### src/rtl/imem_loader_if.sv
// imem_loader_if: byte-stream input and instruction-memory write bus of the boot loader
// Signals:
//   in_valid, in_data, in_ready : valid/ready byte stream into the loader
//   mem_we, mem_addr, mem_wdata : single-cycle word write strobe, word address, word data
// Modports: slave = loader side, master = stream source / memory side
interface imem_loader_if #(
    parameter int ADDR_W = 5
);
    logic              in_valid;
    logic [7:0]        in_data;
    logic              in_ready;
    logic              mem_we;
    logic [ADDR_W-1:0] mem_addr;
    logic [31:0]       mem_wdata;
    modport master (output in_valid, in_data, input in_ready, mem_we, mem_addr, mem_wdata);
    modport slave  (input in_valid, in_data, output in_ready, mem_we, mem_addr, mem_wdata);
endinterface

### src/rtl/imem_loader.sv
// imem_loader: boot-time instruction-memory writer fed by a framed, checksummed byte stream
// Ports:
//   clk          : clock, rising edge
//   rst          : synchronous active-low reset
//   bus          : imem_loader_if.slave (byte stream in, memory word writes out)
//   cpu_rst      : active-low CPU reset, released only after a good load
//   done         : load completed with good checksum
//   error        : load failed (bad length or bad checksum)
//   words_loaded : words written in the current load
// Frame: A5, LEN, 4*LEN data bytes (little-endian words), XOR of all data bytes.
module imem_loader #(
    parameter int DEPTH  = 32,
    parameter int ADDR_W = $clog2(DEPTH)
) (
    input  logic            clk,
    input  logic            rst,
    imem_loader_if.slave    bus,
    output logic            cpu_rst,
    output logic            done,
    output logic            error,
    output logic [ADDR_W:0] words_loaded
);
    localparam int CW = ADDR_W + 1;
    localparam logic [7:0] SYNC = 8'hA5;
    typedef enum logic [2:0] {IDLE, LEN, DATA, WRITE, CSUM, DONE, ERROR} state_t;
    state_t state, state_nx;
    logic [CW-1:0] len, cnt;
    logic [1:0]    bidx;
    logic [31:0]   word;
    logic [7:0]    csum;
    logic          acc, len_ok, last;
    assign bus.in_ready = rst && state != WRITE;
    assign acc          = bus.in_valid && bus.in_ready;
    assign len_ok       = bus.in_data != 8'd0 && bus.in_data <= 8'(DEPTH);
    assign last         = cnt + CW'(1) == len;
    // Word counter and assembly register are already registered, so they drive the bus directly.
    assign bus.mem_addr  = cnt[ADDR_W-1:0];
    assign bus.mem_wdata = word;
    assign words_loaded  = cnt;
    always_comb begin
        state_nx = state;
        case (state)
            IDLE:        if (acc && bus.in_data == SYNC) state_nx = LEN;
            LEN:         if (acc) state_nx = len_ok ? DATA : ERROR;
            DATA:        if (acc && bidx == 2'd3) state_nx = WRITE;
            WRITE:       state_nx = last ? CSUM : DATA;
            CSUM:        if (acc) state_nx = bus.in_data == csum ? DONE : ERROR;
            DONE, ERROR: if (acc && bus.in_data == SYNC) state_nx = LEN;
            default:     state_nx = IDLE;
        endcase
    end
    always_ff @(posedge clk) begin
        if (!rst) begin
            state      <= IDLE;
            len        <= '0;
            cnt        <= '0;
            bidx       <= '0;
            word       <= '0;
            csum       <= '0;
            bus.mem_we <= 1'b0;
            cpu_rst    <= 1'b0;
            done       <= 1'b0;
            error      <= 1'b0;
        end else begin
            state      <= state_nx;
            bus.mem_we <= state_nx == WRITE;
            cpu_rst    <= state_nx == DONE;
            done       <= state_nx == DONE;
            error      <= state_nx == ERROR;
            if (state == LEN && acc && len_ok) begin
                len  <= CW'(bus.in_data);
                cnt  <= '0;
                bidx <= '0;
                csum <= '0;
            end
            if (state == DATA && acc) begin
                word[8*bidx +: 8] <= bus.in_data;
                csum              <= csum ^ bus.in_data;
                bidx              <= bidx + 2'd1;
            end
            if (state == WRITE) cnt <= cnt + CW'(1);
        end
    end
endmodule

### src/flat_wrapper.sv
// flat-port wrapper written by rule: the top's interface ports become plain ports
module imem_loader_flat 
#(
    parameter int DEPTH  = 32,
    parameter int ADDR_W = $clog2(DEPTH)
)
  (clk, rst, cpu_rst, done, error, words_loaded, bus_in_valid, bus_in_data, bus_in_ready, bus_mem_we, bus_mem_addr, bus_mem_wdata);
  imem_loader_if #(.ADDR_W(ADDR_W)) bus_i ();
  input  logic clk;
  input  logic rst;
  output logic cpu_rst;
  output logic done;
  output logic error;
  output logic [ADDR_W:0] words_loaded;
  input wire logic [$bits(bus_i.in_valid)-1:0] bus_in_valid;
  input wire logic [$bits(bus_i.in_data)-1:0] bus_in_data;
  output wire logic [$bits(bus_i.in_ready)-1:0] bus_in_ready;
  output wire logic [$bits(bus_i.mem_we)-1:0] bus_mem_we;
  output wire logic [$bits(bus_i.mem_addr)-1:0] bus_mem_addr;
  output wire logic [$bits(bus_i.mem_wdata)-1:0] bus_mem_wdata;
  assign bus_i.in_valid = bus_in_valid;
  assign bus_i.in_data = bus_in_data;
  assign bus_in_ready = bus_i.in_ready;
  assign bus_mem_we = bus_i.mem_we;
  assign bus_mem_addr = bus_i.mem_addr;
  assign bus_mem_wdata = bus_i.mem_wdata;
  imem_loader #(.DEPTH(DEPTH), .ADDR_W(ADDR_W)) u_core (.clk(clk), .rst(rst), .bus(bus_i), .cpu_rst(cpu_rst), .done(done), .error(error), .words_loaded(words_loaded));
endmodule
### config.mk
export PLATFORM = sky130hd
export DESIGN_NAME = imem_loader_flat
export DESIGN_NICKNAME = d
export VERILOG_FILES = /design/src/rtl/imem_loader_if.sv /design/src/rtl/imem_loader.sv /design/src/flat_wrapper.sv
export SDC_FILE = /design/constraint.sdc
export NUM_CORES = 1
export LEC_CHECK = 0
export BUFFER_PORTS_ARGS = -buffer_cell sky130_fd_sc_hd__buf_2
export CAP_MARGIN = 20
export CORE_MARGIN = 4
export CORE_UTILIZATION = 30
export CTS_CLUSTER_SIZE = 16
export DETAILED_ROUTE_END_ITERATION = 10
export GPL_TIMING_DRIVEN = 0
export PLACE_DENSITY = 0.49
export SLEW_MARGIN = 5
export SYNTH_ARGS = -nofsm -noshare
export SYNTH_HDL_FRONTEND = slang
export SYNTH_SLANG_ARGS = --single-unit
### constraint.sdc
create_clock -name clk -period 1.7 [get_ports clk]
set_input_delay 0.17 -clock clk [delete_from_list [all_inputs] [get_ports clk]]
set_output_delay 0.17 -clock clk [all_outputs]
set_load 0.05 [all_outputs]
==> impl_metrics.env <==
export IMPL_p_leak_nw=1.58
export IMPL_startpoint_type="flip-flop"
export IMPL_fmax_mhz=599
export IMPL_top_level_ports=59
export IMPL_crit_chain="clkinvlp_4, ha_4, nor3b_4, nand4_1, a21oi_1"
export IMPL_rsz0062_at_grt="true"
export IMPL_slowest_delay_ns=0.41
export IMPL_clock_sinks=60
export IMPL_area_delta_synth_final_pct=29.9
export IMPL_core_area_um2=10200
export IMPL_hold_violations=0
export IMPL_tritoncts="yes"
export IMPL_synth_top_family_by_area="simple AND/OR/NAND/NOR gates"
export IMPL_layout_drive_gt1_share=0.375
export IMPL_clkLatencyLatePin_ns=0.35
export IMPL_numPortBuffers=52
export IMPL_drtAntennaViolNets=0
export IMPL_synth_cells=368
export IMPL_cp_end_kind="flip-flop"
export IMPL_ys_ff_latch=60
export IMPL_synth_simple_area_share=0.266
export IMPL_clockBufferDepth=2
export IMPL_crit_required_ns=1.98
export IMPL_first_pass_iters=4
export IMPL_wl_per_cell_um=15.2
export IMPL_fin_crit_sh=0.981
export IMPL_die_w_um=110
export IMPL_h_tree_depth=3
export IMPL_rows=37
export IMPL_async_reset_ff_frac=0
export IMPL_grtUsageTotal=0.152
export IMPL_grt_max_degree=13
export IMPL_syn_avg_cell_area_um2=8.50
export IMPL_cp_max_fo=8
export IMPL_antenna_found_initial=0
export IMPL_hp_class="input port to flip-flop"
export IMPL_tns_ns=0
export IMPL_synthFlopType="dfxtp_1"
export IMPL_clkTransAtPathRegs_ns=0.07
export IMPL_period_minus_slack_ns=1.67
export IMPL_layout_nets=460
export IMPL_routed_via_density=4.93
export IMPL_vias=2879
export IMPL_antenna_cells=0
export IMPL_grt_overflow=0
export IMPL_dieArea_um2=12100
export IMPL_synthMuxAreaShare=0.0192
export IMPL_outcome="finished, final reports clean"
export IMPL_die_h_um=110
export IMPL_syn_area_um2=3130
export IMPL_maxSlewViolCount=0
export IMPL_whs_ns=0.128
export IMPL_max_slew_margin=0.558
export IMPL_cts_buffers_inserted=9
export IMPL_tightestPinTransition_ns=0.663
export IMPL_start_util=0.306
export IMPL_vdd_drop_max_uv=301
export IMPL_clockRootBuffer="clkbuf_8"
export IMPL_drv_cap=0
export IMPL_drt_initial_drc_count=132
export IMPL_grt_pass1_wl_um=14200
export IMPL_fill_cells=1057
export IMPL_synth_cell_types=45
export IMPL_dp_slack_ns=-0.450
export IMPL_clock_skew_ns=0.0113
export IMPL_gp_congestion=0.811
export IMPL_crit_type="flip-flop to flip-flop"
export IMPL_worst_slack_ns=0.0318
export IMPL_cp_slowest_cell="dfxtp_4"
export IMPL_synth_xor_area_share=0.0392
export IMPL_cellPowerDensity_nw_per_um2=703
export IMPL_setup_viol=0
export IMPL_synth_edf_count=0
export IMPL_first_global_vias=2777
export IMPL_synth_nets=385
export IMPL_wirelength_um=8900
export IMPL_synth_compound_area_share=0.183
export IMPL_hpwlAfterDp_um=5990
export IMPL_drcViolationCount=0
export IMPL_yosys_area_share_adder=0.0240
export IMPL_ys_warn_count=0
export IMPL_ys_seq_area_frac=0.384
export IMPL_critPathArrivalTime_ns=1.94
export IMPL_holdBufCountCts=0
==> critical path, delay by kind of cell, from the launching register on <==
kind,cells,cell delay [ns]
flip-flops,1,0.41
AO/OA/AOI/OAI,1,0.16
adder cells (fa/ha/maj),1,0.34
buffers and inverters,1,0.16
AND/OR/NAND/NOR,2,0.52
==> final timing paths <==
kind | startpoint | endpoint | slack [ns] | depth (start not counted)
max | u_core.bidx[0] | u_core.bus.mem_wdata[10] | 0.03 | 5
min | bus_in_data[1] | u_core.bus.mem_wdata[25] | 0.13 | 3
min reg2reg | u_core.bus.mem_wdata[27] | u_core.bus.mem_wdata[27] | 0.45 | 2
max reg2reg | u_core.bidx[0] | u_core.bus.mem_wdata[10] | 0.03 | 5
==> what timing repair did <==
| item | CTS | global route |
|---|---|---|
| setup buffers | 6 | 6 |
| setup endpoints to repair | 43 | 44 |
| gates resized for setup | 17 | 23 |
| pin swaps | 3 | 24 |
==> layout by cell type, fill, tap and decap left out, types with 3 or more instances in the layout <==
cell	synthesis	final
a211oi_2	14	15
a21oi_1	42	35
a21oi_2	0	7
a31oi_1	5	5
and4_1	4	4
buf_2	7	59
buf_4	17	23
buf_6	2	6
clkbuf_1	8	8
clkbuf_8	0	9
clkinvlp_4	0	4
dfxtp_1	60	54
dfxtp_2	0	3
dfxtp_4	0	3
ha_1	6	3
inv_1	10	9
mux2i_1	6	6
nand2_1	56	52
nand2_2	2	5
nand3_1	15	14
nand4_1	28	28
nor2_1	25	24
nor3_1	5	4
nor3b_4	0	3
o21ai_0	6	6
or3_1	3	3
xnor2_1	4	4
xor2_1	10	9
==> power by group <==
group | internal, W | switching, W
clock network | 0.000684 | 0.000646
registers | 0.00140 | 0.000000000818
logic | 0.0000320 | 0.0000964
==> logic make-up (layout without fill, tap and decap cells) <==
family	count (synthesis)	in the layout
DFF	60	60
AOI/OAI and AO/OA	77	77
xor gates and xnor gates	14	14
buffers and inverters	47	127
adders and majority gates	6	6
and+or+nand+nor	158	158
muxes	6	6
==> cell type report <==
class	instances	area, um2	share of cell area
Buffer	34	239	0.0588
Inverter	13	56.3	0.0139
Multi-Input combinational cell	261	1810	0.447
Clock buffer	9	124	0.0305
Sequential cell	60	1220	0.299
Clock inverter	7	76.3	0.0188
Tap cell	136	170	0.0419
Timing Repair Buffer	64	367	0.0902
==> registers in the layout, indices dropped and copies added, names as in the netlist <==
name                  count
u_core.bidx               2
u_core.words_loaded       6
u_core.error              1
u_core.state              3
u_core.bus.mem_we         1
u_core.csum               8
u_core.cpu_rst            1
u_core.len                6
u_core.bus.mem_wdata     32
==> per-stage QoR <==
step / std cells / instance area [um2] / util / power, W
global placement: 556 / 3590 / 0.351 / 0.00156
floorplan: 368 / 3160 / - / 0.00151
finish: 584 / 4060 / 0.397 / 0.00286
CTS: 578 / 3910 / 0.382 / 0.00290
detailed placement: 556 / 3590 / 0.351 / 0.00156
global route: 584 / 4060 / 0.397 / 0.00298
==> layer usage <==
| metal | track usage | wire [um] |
|---|---|---|
| met1 | 0.196 | 4170 |
| met4 | 0.0352 | 138 |
| met2 | 0.252 | 4150 |
| met3 | 0.0454 | 437 |
| met5 | 0 | 0 |
==> cells in the mapped netlist (3+ instances only) <==
library cell / instances / area [um2]
inv_1: 10 / 37.5
ha_1: 6 / 75.1
xor2_1: 10 / 87.6
nor2_1: 25 / 93.8
buf_4: 17 / 128
nor3b_1: 5 / 37.5
dfxtp_1: 60 / 1200
and4_1: 4 / 35.0
xnor2_1: 4 / 35.0
buf_2: 7 / 35.0
or3_1: 3 / 18.8
mux2i_1: 6 / 60.1
nor3_1: 5 / 25.0
a211oi_2: 14 / 175
nand4_1: 28 / 175
nand3_1: 15 / 75.1
o21ai_0: 6 / 30.0
a31oi_1: 5 / 31.3
clkbuf_1: 8 / 30.0
a21oi_1: 42 / 210
nand2_1: 56 / 210
Note: power is estimated with default switching activity, not from simulation.
